`config.mk`:
```
export PLATFORM = sky130hd
export DESIGN_NAME = multicycle_control_fsm
export DESIGN_NICKNAME = d
export VERILOG_FILES = /design/src/rtl/multicycle_control_fsm.sv
export SDC_FILE = /design/constraint.sdc
export NUM_CORES = 1
export LEC_CHECK = 0
export ABC_CLOCK_PERIOD_IN_PS = 4100
export CAP_MARGIN = 20
export CELL_PAD_IN_SITES_DETAIL_PLACEMENT = 0
export CELL_PAD_IN_SITES_GLOBAL_PLACEMENT = 2
export CORE_MARGIN = 2
export CORE_UTILIZATION = 24
export DETAILED_ROUTE_END_ITERATION = 6
export MAX_ROUTING_LAYER = met4
export PLACE_DENSITY_LB_ADDON = 0.25
export SLEW_MARGIN = 5
export SYNTH_ARGS = -nofsm -noshare
export SYNTH_HDL_FRONTEND = slang
export SYNTH_SLANG_ARGS = --single-unit
```
`constraint.sdc`:
```
create_clock -name clk -period 4.1 [get_ports clk]
set_input_delay 1.23 -clock clk [delete_from_list [all_inputs] [get_ports clk]]
set_output_delay 1.23 -clock clk [all_outputs]
set_load 0.05 [all_outputs]
```
`src/rtl/multicycle_control_fsm.sv`:
```
// multicycle_control_fsm: IF/ID/EX/MEM/WB sequencer for the multi-cycle RV32I core.
// Outputs decode the state, qualified by mem_ready/alu_bcond, and are forced idle while in reset.
module multicycle_control_fsm (
  input  logic       clk,
  input  logic       reset_n,
  input  logic [6:0] opcode,
  input  logic [2:0] funct3,
  input  logic       funct7_5,
  input  logic       alu_bcond,
  input  logic       mem_ready,
  output logic       pc_write,
  output logic       pc_src,
  output logic       i_or_d,
  output logic       mem_read,
  output logic       mem_write,
  output logic       ir_write,
  output logic       reg_write,
  output logic       wb_sel,
  output logic       alu_src_a,
  output logic [1:0] alu_src_b,
  output logic [4:0] alu_op,
  output logic       is_halted
);
  // ALU command encodings, mirroring the shared COMMAND.v macros
  localparam logic [4:0] ALU_ADDER           = 5'd0;
  localparam logic [4:0] ARITHMETIC_ADD      = 5'd1;
  localparam logic [4:0] ARITHMETIC_SUB      = 5'd2;
  localparam logic [4:0] ARITHMETIC_SLL      = 5'd3;
  localparam logic [4:0] ARITHMETIC_XOR      = 5'd4;
  localparam logic [4:0] ARITHMETIC_SRL      = 5'd5;
  localparam logic [4:0] ARITHMETIC_OR       = 5'd6;
  localparam logic [4:0] ARITHMETIC_AND      = 5'd7;
  localparam logic [4:0] ARITHMETIC_IMM_ADDI = 5'd8;
  localparam logic [4:0] ARITHMETIC_IMM_SLLI = 5'd9;
  localparam logic [4:0] ARITHMETIC_IMM_XORI = 5'd10;
  localparam logic [4:0] ARITHMETIC_IMM_SRLI = 5'd11;
  localparam logic [4:0] ARITHMETIC_IMM_ORI  = 5'd12;
  localparam logic [4:0] ARITHMETIC_IMM_ANDI = 5'd13;
  localparam logic [4:0] LOAD_LW             = 5'd14;
  localparam logic [4:0] STORE_SW            = 5'd15;
  localparam logic [4:0] BRANCH_BEQ          = 5'd16;
  localparam logic [4:0] BRANCH_BNE          = 5'd17;
  localparam logic [4:0] BRANCH_BLT          = 5'd18;
  localparam logic [4:0] BRANCH_BGE          = 5'd19;
  localparam logic [4:0] JALR_JALR           = 5'd20;
  localparam logic [6:0] OP_R    = 7'b0110011;
  localparam logic [6:0] OP_I    = 7'b0010011;
  localparam logic [6:0] OP_LD   = 7'b0000011;
  localparam logic [6:0] OP_ST   = 7'b0100011;
  localparam logic [6:0] OP_BR   = 7'b1100011;
  localparam logic [6:0] OP_JAL  = 7'b1101111;
  localparam logic [6:0] OP_JALR = 7'b1100111;
  localparam logic [6:0] OP_SYS  = 7'b1110011;
  typedef enum logic [3:0] {
    S_IF, S_ID, S_EX_R, S_EX_I, S_WB_ALU, S_EX_ADDR, S_MEM_RD,
    S_WB_MEM, S_MEM_WR, S_EX_BR, S_BR_TGT, S_EX_JAL, S_EX_JALR, S_HALT
  } state_t;
  state_t     r_state;
  logic       w_known;
  logic       w_br_valid;
  logic       w_taken;
  logic [4:0] w_r_op;
  logic [4:0] w_i_op;
  logic [4:0] w_br_op;
  assign w_known    = opcode inside {OP_R, OP_I, OP_LD, OP_ST, OP_BR, OP_JAL, OP_JALR, OP_SYS};
  assign w_br_valid = funct3 inside {3'b000, 3'b001, 3'b100, 3'b101};
  assign w_taken    = w_br_valid & alu_bcond;
  always_comb begin
    w_r_op  = ARITHMETIC_ADD;
    w_i_op  = ARITHMETIC_IMM_ADDI;
    w_br_op = ALU_ADDER;
    case (funct3)
      3'b000: begin
        w_r_op  = funct7_5 ? ARITHMETIC_SUB : ARITHMETIC_ADD;
        w_br_op = BRANCH_BEQ;
      end
      3'b001: begin
        w_r_op  = ARITHMETIC_SLL;
        w_i_op  = ARITHMETIC_IMM_SLLI;
        w_br_op = BRANCH_BNE;
      end
      3'b100: begin
        w_r_op  = ARITHMETIC_XOR;
        w_i_op  = ARITHMETIC_IMM_XORI;
        w_br_op = BRANCH_BLT;
      end
      3'b101: begin
        w_r_op  = ARITHMETIC_SRL;
        w_i_op  = ARITHMETIC_IMM_SRLI;
        w_br_op = BRANCH_BGE;
      end
      3'b110: begin
        w_r_op = ARITHMETIC_OR;
        w_i_op = ARITHMETIC_IMM_ORI;
      end
      3'b111: begin
        w_r_op = ARITHMETIC_AND;
        w_i_op = ARITHMETIC_IMM_ANDI;
      end
      default: ;
    endcase
  end
  always_ff @(posedge clk or negedge reset_n) begin
    if (!reset_n) r_state <= S_IF;
    else begin
      case (r_state)
        S_IF:      r_state <= mem_ready ? S_ID : S_IF;
        S_ID: begin
          case (opcode)
            OP_R:         r_state <= S_EX_R;
            OP_I:         r_state <= S_EX_I;
            OP_LD, OP_ST: r_state <= S_EX_ADDR;
            OP_BR:        r_state <= S_EX_BR;
            OP_JAL:       r_state <= S_EX_JAL;
            OP_JALR:      r_state <= S_EX_JALR;
            OP_SYS:       r_state <= S_HALT;
            default:      r_state <= S_IF;
          endcase
        end
        S_EX_R, S_EX_I: r_state <= S_WB_ALU;
        S_EX_ADDR: r_state <= (opcode == OP_LD) ? S_MEM_RD : S_MEM_WR;
        S_MEM_RD:  r_state <= mem_ready ? S_WB_MEM : S_MEM_RD;
        S_MEM_WR:  r_state <= mem_ready ? S_IF : S_MEM_WR;
        S_EX_BR:   r_state <= w_taken ? S_BR_TGT : S_IF;
        S_HALT:    r_state <= S_HALT;
        default:   r_state <= S_IF;
      endcase
    end
  end
  // reset_n gates the decode so nothing is enabled while reset is held
  always_comb begin
    pc_write  = 1'b0;
    pc_src    = 1'b0;
    i_or_d    = 1'b0;
    mem_read  = 1'b0;
    mem_write = 1'b0;
    ir_write  = 1'b0;
    reg_write = 1'b0;
    wb_sel    = 1'b0;
    alu_src_a = 1'b0;
    alu_src_b = 2'd0;
    alu_op    = ALU_ADDER;
    is_halted = 1'b0;
    if (reset_n) begin
      case (r_state)
        S_IF: begin
          mem_read = 1'b1;
          ir_write = mem_ready;
        end
        S_ID: begin
          alu_src_b = 2'd1;
          pc_write  = !w_known;
        end
        S_EX_R: begin
          alu_src_a = 1'b1;
          alu_op    = w_r_op;
        end
        S_EX_I: begin
          alu_src_a = 1'b1;
          alu_src_b = 2'd2;
          alu_op    = w_i_op;
        end
        S_WB_ALU, S_WB_MEM: begin
          reg_write = 1'b1;
          wb_sel    = (r_state == S_WB_MEM);
          alu_src_b = 2'd1;
          pc_write  = 1'b1;
        end
        S_EX_ADDR: begin
          alu_src_a = 1'b1;
          alu_src_b = 2'd2;
          alu_op    = (opcode == OP_LD) ? LOAD_LW : STORE_SW;
        end
        S_MEM_RD: begin
          i_or_d   = 1'b1;
          mem_read = 1'b1;
        end
        S_MEM_WR: begin
          i_or_d    = 1'b1;
          mem_write = 1'b1;
          pc_write  = mem_ready;
          alu_src_b = mem_ready ? 2'd1 : 2'd0;
        end
        S_EX_BR: begin
          alu_src_a = 1'b1;
          alu_op    = w_br_op;
          pc_write  = !w_taken;
          pc_src    = !w_taken;
        end
        S_BR_TGT: begin
          alu_src_b = 2'd2;
          pc_write  = 1'b1;
        end
        S_EX_JAL, S_EX_JALR: begin
          reg_write = 1'b1;
          pc_write  = 1'b1;
          alu_src_a = (r_state == S_EX_JALR);
          alu_src_b = 2'd2;
          alu_op    = (r_state == S_EX_JALR) ? JALR_JALR : ALU_ADDER;
        end
        S_HALT:  is_halted = 1'b1;
        default: ;
      endcase
    end
  end
endmodule
```
* Yosys cells after proc, flatten, opt, wreduce, memory -nomap -nowiden
Index checks and enable logic that the tools add are counted. W data, S select, Z words.
Word-level totals: flip-flop bits (word level) 4, output and inout port bits 17, word-level logic and storage cells 83
Operators by class: eq/ne operators 26, muxes and demuxes 38, bitwise operators 1, reductions and logical operators 17
Operator list (count):
- $pmux W4 S8 | 1
- $eq A7 B7 Y1 const B | 4
- $pmux W4 S7 | 1
- $pmux W5 S5 | 1
- $eq A4 B4 Y1 const B | 6
- $mux W1 | 22
- $pmux W5 S4 | 1
- $pmux W3 S6 | 1
- $eq A4 B3 Y1 const B | 4
- $pmux W3 S5 | 1
- $eq A7 B6 Y1 const B | 2
- $eq A3 B3 Y1 const B | 4
- $mux W4 | 3
- $reduce_or A2 Y1 | 6
- $mux W5 | 2
- $reduce_or A5 Y1 | 2
- $eq A4 B2 Y1 const B | 2
- $reduce_bool A8 Y1 | 1
- $reduce_or A4 Y1 | 2
- $eq A7 B2 Y1 const B | 1
- $eq A7 B5 Y1 const B | 1
- $pmux W2 S3 | 1
- $eq A4 B1 Y1 const B | 1
- $logic_not A4 Y1 | 1
- 9 further kinds | 11

* Logic depth before layout (Yosys ltp)
word-level depth 6, depth in mapped cells 6

* Worst setup path after synthesis
OpenSTA, ideal clock, no wires.
path kind input-to-output, from input reset_n, to output alu_src_b[1], arrival 2555 ps, required time 2870 ps, path slack 315 ps, cell stages on the path 3, path buffers 1, cells stage by stage clkbuf_1 > nand2_1 > nor3_1
Between the ends: cells in the longest elaborated chain, start to end 1
RTL lines:
- start, declared | RTL line 5 | input logic reset_n,
- $mux W2 | RTL line 144 | if (reset_n) begin
- end, declared | RTL line 20 | output logic [1:0] alu_src_b,
Every way passes these cells.

* Worst setup path after layout
from input funct3[1], to output pc_write
Between the ends: cells in the longest elaborated chain, start to end 6, elaborated cells between the ends (all ways) 9, classes of those cells eq/ne (3); mux (2); bitwise (1); reduce/logical (3)
RTL lines:
- start, declared | RTL line 7 | input logic [2:0] funct3,
- $eq A3 B1 Y1, or another cell as far along | RTL line 66 | assign w_br_valid = funct3 inside {3'b000, 3'b001, 3'b100, 3'b101};
- $reduce_bool A4 Y1 (*) | RTL line 66
- $and A1 B1 Y1 (*) | RTL line 67 | assign w_taken = w_br_valid & alu_bcond;
- $logic_not A1 Y1 (*) | RTL line 187 | pc_write = !w_taken;
- $pmux W1 S4 (*) | RTL line 145 | case (r_state)
- $mux W1 (*) | RTL line 144
- end, declared | RTL line 11 | output logic pc_write,
Every way passes the cells marked *; elsewhere a longest branch is shown, timed or not.

==> summary.txt <==
=================================================================================
Startpoint Class                                                     primary input
Fin Hold WS                                                              0.993 ns
Maximum resistive drop on vdd                                          0.000167 V
Wire length of the first global-routing pass                         4760 microns
Later-pin clock latency in the skew report                                0.24 ns
Initial DRC count                                                              50
Cts-stage hold buffer count                                                     0
Total length of routed wires                                         2780 microns
Power Internal                                                         0.000133 W
Count of final setup violators                                                  0
Final hold viol count                                                           0
DP Wirelength                                                        2170 microns
R2R cell count                                                                  4
Worst clock skew                                                       0.00641 ns
Cell Area, Synth                                                        845 sq um
Routability Congestion                                                      0.808
Synth Flop Type                                                      sky130_fd_sc_hd__dfrtp_1
Number of maximum-capacitance violations                                        0
Antenna fix cells                                                               0
Post-synth ARST share                                                        100%
Critical Setup Path Class                                            primary input to output port
Die footprint                                                          4010 sq um
Mean instance size in the synthesized netlist                          6.65 sq um
Post-Route Utilization                                                      42.7%
Critical Path Slowest Stage Cell                                     sky130_fd_sc_hd__clkdlybuf4s50_1
Unrepaired setup endpoints after global routing                                no
Logic depth of the worst path, buffers included                                 6
Die Height                                                           63.3 microns
Part of the total power dissipated in the clock network                     21.9%
Detailed-route DRC error count                                                  0
Clk Tree Root Cell                                                   sky130_fd_sc_hd__clkbuf_4
Power density relative to cell area                                   157 nW/um^2
Antenna viol nets, final                                                        0
Max reg flops                                                                   4
Post-route cell area                                                   1440 sq um
Termination of the worst setup path                                      pc_write
Maximum frequency from static timing analysis                           0.254 GHz
Number of buffers added on ports                                               31
FF-to-FF setup slack                                                      2.19 ns
Flops & latches, synth                                                          4
Leading cell types in the layout, fill and taps excluded             15 x sky130_fd_sc_hd__buf_12, 14 x sky130_fd_sc_hd__nor2_1, 12 x sky130_fd_sc_hd__buf_4
GRT Residual Overflow                                                           0
Number of buffer and inverter instances along the worst setup path              2
Largest registers                                                    r_state: 4 flops
Register share of total power                                               24.0%
Distinct cell type count of the synthesized netlist                            49
Starting density of the core                                                25.1%
Worst R2R Start                                                        r_state[0]
Data arrival, critical path                                               2.71 ns
Vias per cell                                                                5.12
Number of fill cells in the layout                                            364
Share of the clock period used by the worst path                            96.2%
Minimum clock period                                                      3.94 ns
H-tree depth                                                                    1
Clock tree from TritonCTS                                                     yes
Number of slew-limit violations in the final report                             0
Number of flops mapped to enable cells by yosys                                 0
Net switching power                                                   0.0000918 W
Classification of the worst-slack hold path                          flop to flop
Standard-cell row count                                                        21
Max Fanout on Critical Path                                                     6
Cell family with the largest share of critical-path delay            buffers and inverters
Required time of the critical path                                        2.87 ns
Critical register-to-register path endpoint                            r_state[1]
Final Power                                                            0.000225 W
Cell breakdown of the critical path                                  clkdlybuf4s50_1 -> nor2b_1 -> nor2_1 -> a22o_1 -> o31a_1 -> buf_4
Portion of the post-synthesis area used by sequential elements              11.9%
Synthesized net count                                                         142
Critical path endpoint category                                       output port
Cell area reported after detailed placement                            1400 sq um
Wirelength per Cell                                                  13.3 microns
Antenna violations before repair                                                0
Cells after Synth                                                             127
DR vias                                                                      1071
Global routing usage summed across all routing layers                       14.6%
DR pass1 iterations                                                             4
Vias in the first global route                                               1038
Maximum root-to-sink buffer count                                               2
CTS clock-pin slew for the worst setup and hold paths                     0.04 ns
Relative slew slack                                                         52.1%
Register containing the most flip-flops in the final layout               r_state
Leakage power figure                                                     0.592 nW
Worst-Margin Slew                                                        0.719 ns
Number of warnings reported in the yosys synthesis log                          0
Core region area                                                       3360 sq um
Delay of the slowest cell on the worst path                               0.52 ns
Io pins                                                                        32
Most common cell after layout, fill and taps aside                   sky130_fd_sc_hd__buf_12
Result of the run                                                       completed
Fraction of layout instances using a drive strength above 1                 22.7%
Net count of the finished layout                                              180
Area Overhead vs Synth                                                      70.2%
Switching power as a share of total power                                   40.8%
Num Clock Sinks                                                                 4
Chip Width                                                           63.3 microns
CP Launch Point                                                         funct3[1]
Combinational power share                                                   54.1%
Pin count of the biggest net entering global routing                           24
CTS buffer count                                                                3
=================================================================================
==> logic make-up (layout without fill, tap and decap cells) <==
family | after synthesis | in the layout | share of synthesized area [%]
buffers and inverters | 12 | 48 | 6.22
AO/OA/AOI/OAI | 43 | 43 | 35.9
XOR/XNOR | 1 | 1 | 1.04
AND/OR/NAND/NOR | 67 | 67 | 45.0
flip-flops | 4 | 4 | 11.9
==> cells in the mapped netlist, types with 3 or more instances <==
| cell type | n | area share (%) |
|---|---|---|
| sky130_fd_sc_hd__nor2_1 | 15 | 6.7 |
| sky130_fd_sc_hd__a21oi_1 | 11 | 6.5 |
| sky130_fd_sc_hd__nand2_1 | 11 | 4.9 |
| sky130_fd_sc_hd__nor2b_1 | 9 | 6.7 |
| sky130_fd_sc_hd__buf_2 | 6 | 3.6 |
| sky130_fd_sc_hd__nand2b_1 | 6 | 4.4 |
| sky130_fd_sc_hd__and3_1 | 4 | 3.0 |
| sky130_fd_sc_hd__dfrtp_1 | 4 | 12 |
| sky130_fd_sc_hd__nor3_1 | 4 | 2.4 |
| sky130_fd_sc_hd__o21ai_0 | 4 | 2.4 |
| sky130_fd_sc_hd__o21ai_1 | 4 | 2.4 |
| sky130_fd_sc_hd__nand3_1 | 3 | 1.8 |
| sky130_fd_sc_hd__o31a_1 | 3 | 3.1 |
==> area by class of cell <==
cell class | instances | area (sq um) | area share (%)
clock buffers | 3 | 22.5 | 1.57
inverters | 3 | 11.3 | 0.783
multi-input cells | 111 | 694 | 48.3
flip-flops and latches | 4 | 100 | 6.96
well taps | 46 | 57.6 | 4.00
repair buffers | 42 | 552 | 38.4
==> worst reg2reg max path: stages (launching register included) <==
cell                      delay, ns
sky130_fd_sc_hd__dfrtp_1       0.75
sky130_fd_sc_hd__nor2b_1       0.54
sky130_fd_sc_hd__nand4_1       0.25
sky130_fd_sc_hd__o21a_1        0.22
sky130_fd_sc_hd__o21ai_1       0.07
==> repair_timing <==
action | CTS | global route
endpoints found under the setup margin | 1 | 2
setup buffers | 0 | 0
pin swaps | 0 | 3
gates resized for setup | 1 | 5
==> routing by layer <==
| layer | GRT usage [%] | part of all wire [%] |
|---|---|---|
| met1 | 18.5 | 46 |
| met2 | 25.0 | 49 |
| met3 | 3.21 | 5.2 |
| met4 | 0.815 | 0 |
| met5 | - | 0 |
==> power by group through the flow <==
stage	registers (W)	logic, W	clock network (W)
after floorplan	0.0000437	0.0000731	0
after global placement	0.0000548	0.000122	0
final	0.0000541	0.000122	0.0000493
after CTS	0.0000539	0.000123	0.0000516
after global routing	0.0000556	0.000132	0.0000551
after detailed placement	0.0000545	0.000122	0
==> worst min-delay path by stage <==
| stage | startpoint | end | slack [ns] | cells past startpoint |
|---|---|---|---|---|
| after CTS | r_state[2] | r_state[2] | 0.98 | 2 |
| final | r_state[2] | r_state[2] | 0.99 | 2 |
| after global routing | r_state[3] | r_state[2] | 1.08 | 2 |
| after global placement | r_state[3] | r_state[2] | 0.98 | 2 |
| after floorplan | r_state[3] | r_state[1] | 0.59 | 2 |
| after detailed placement | r_state[2] | r_state[2] | 0.97 | 2 |
==> metrics by stage <==
step	instances	setup WS, ns	TNS [ns]
2_1_floorplan	127	0.315	0
3_3_place_gp	206	0.0189	0
3_5_place_dp	206	-0.00157	-0.00157
4_1_cts	209	0.0166	0
5_1_grt	209	0.0489	0
6_report	209	0.156	0
No activity file was read; power rests on OpenSTA's default activity.
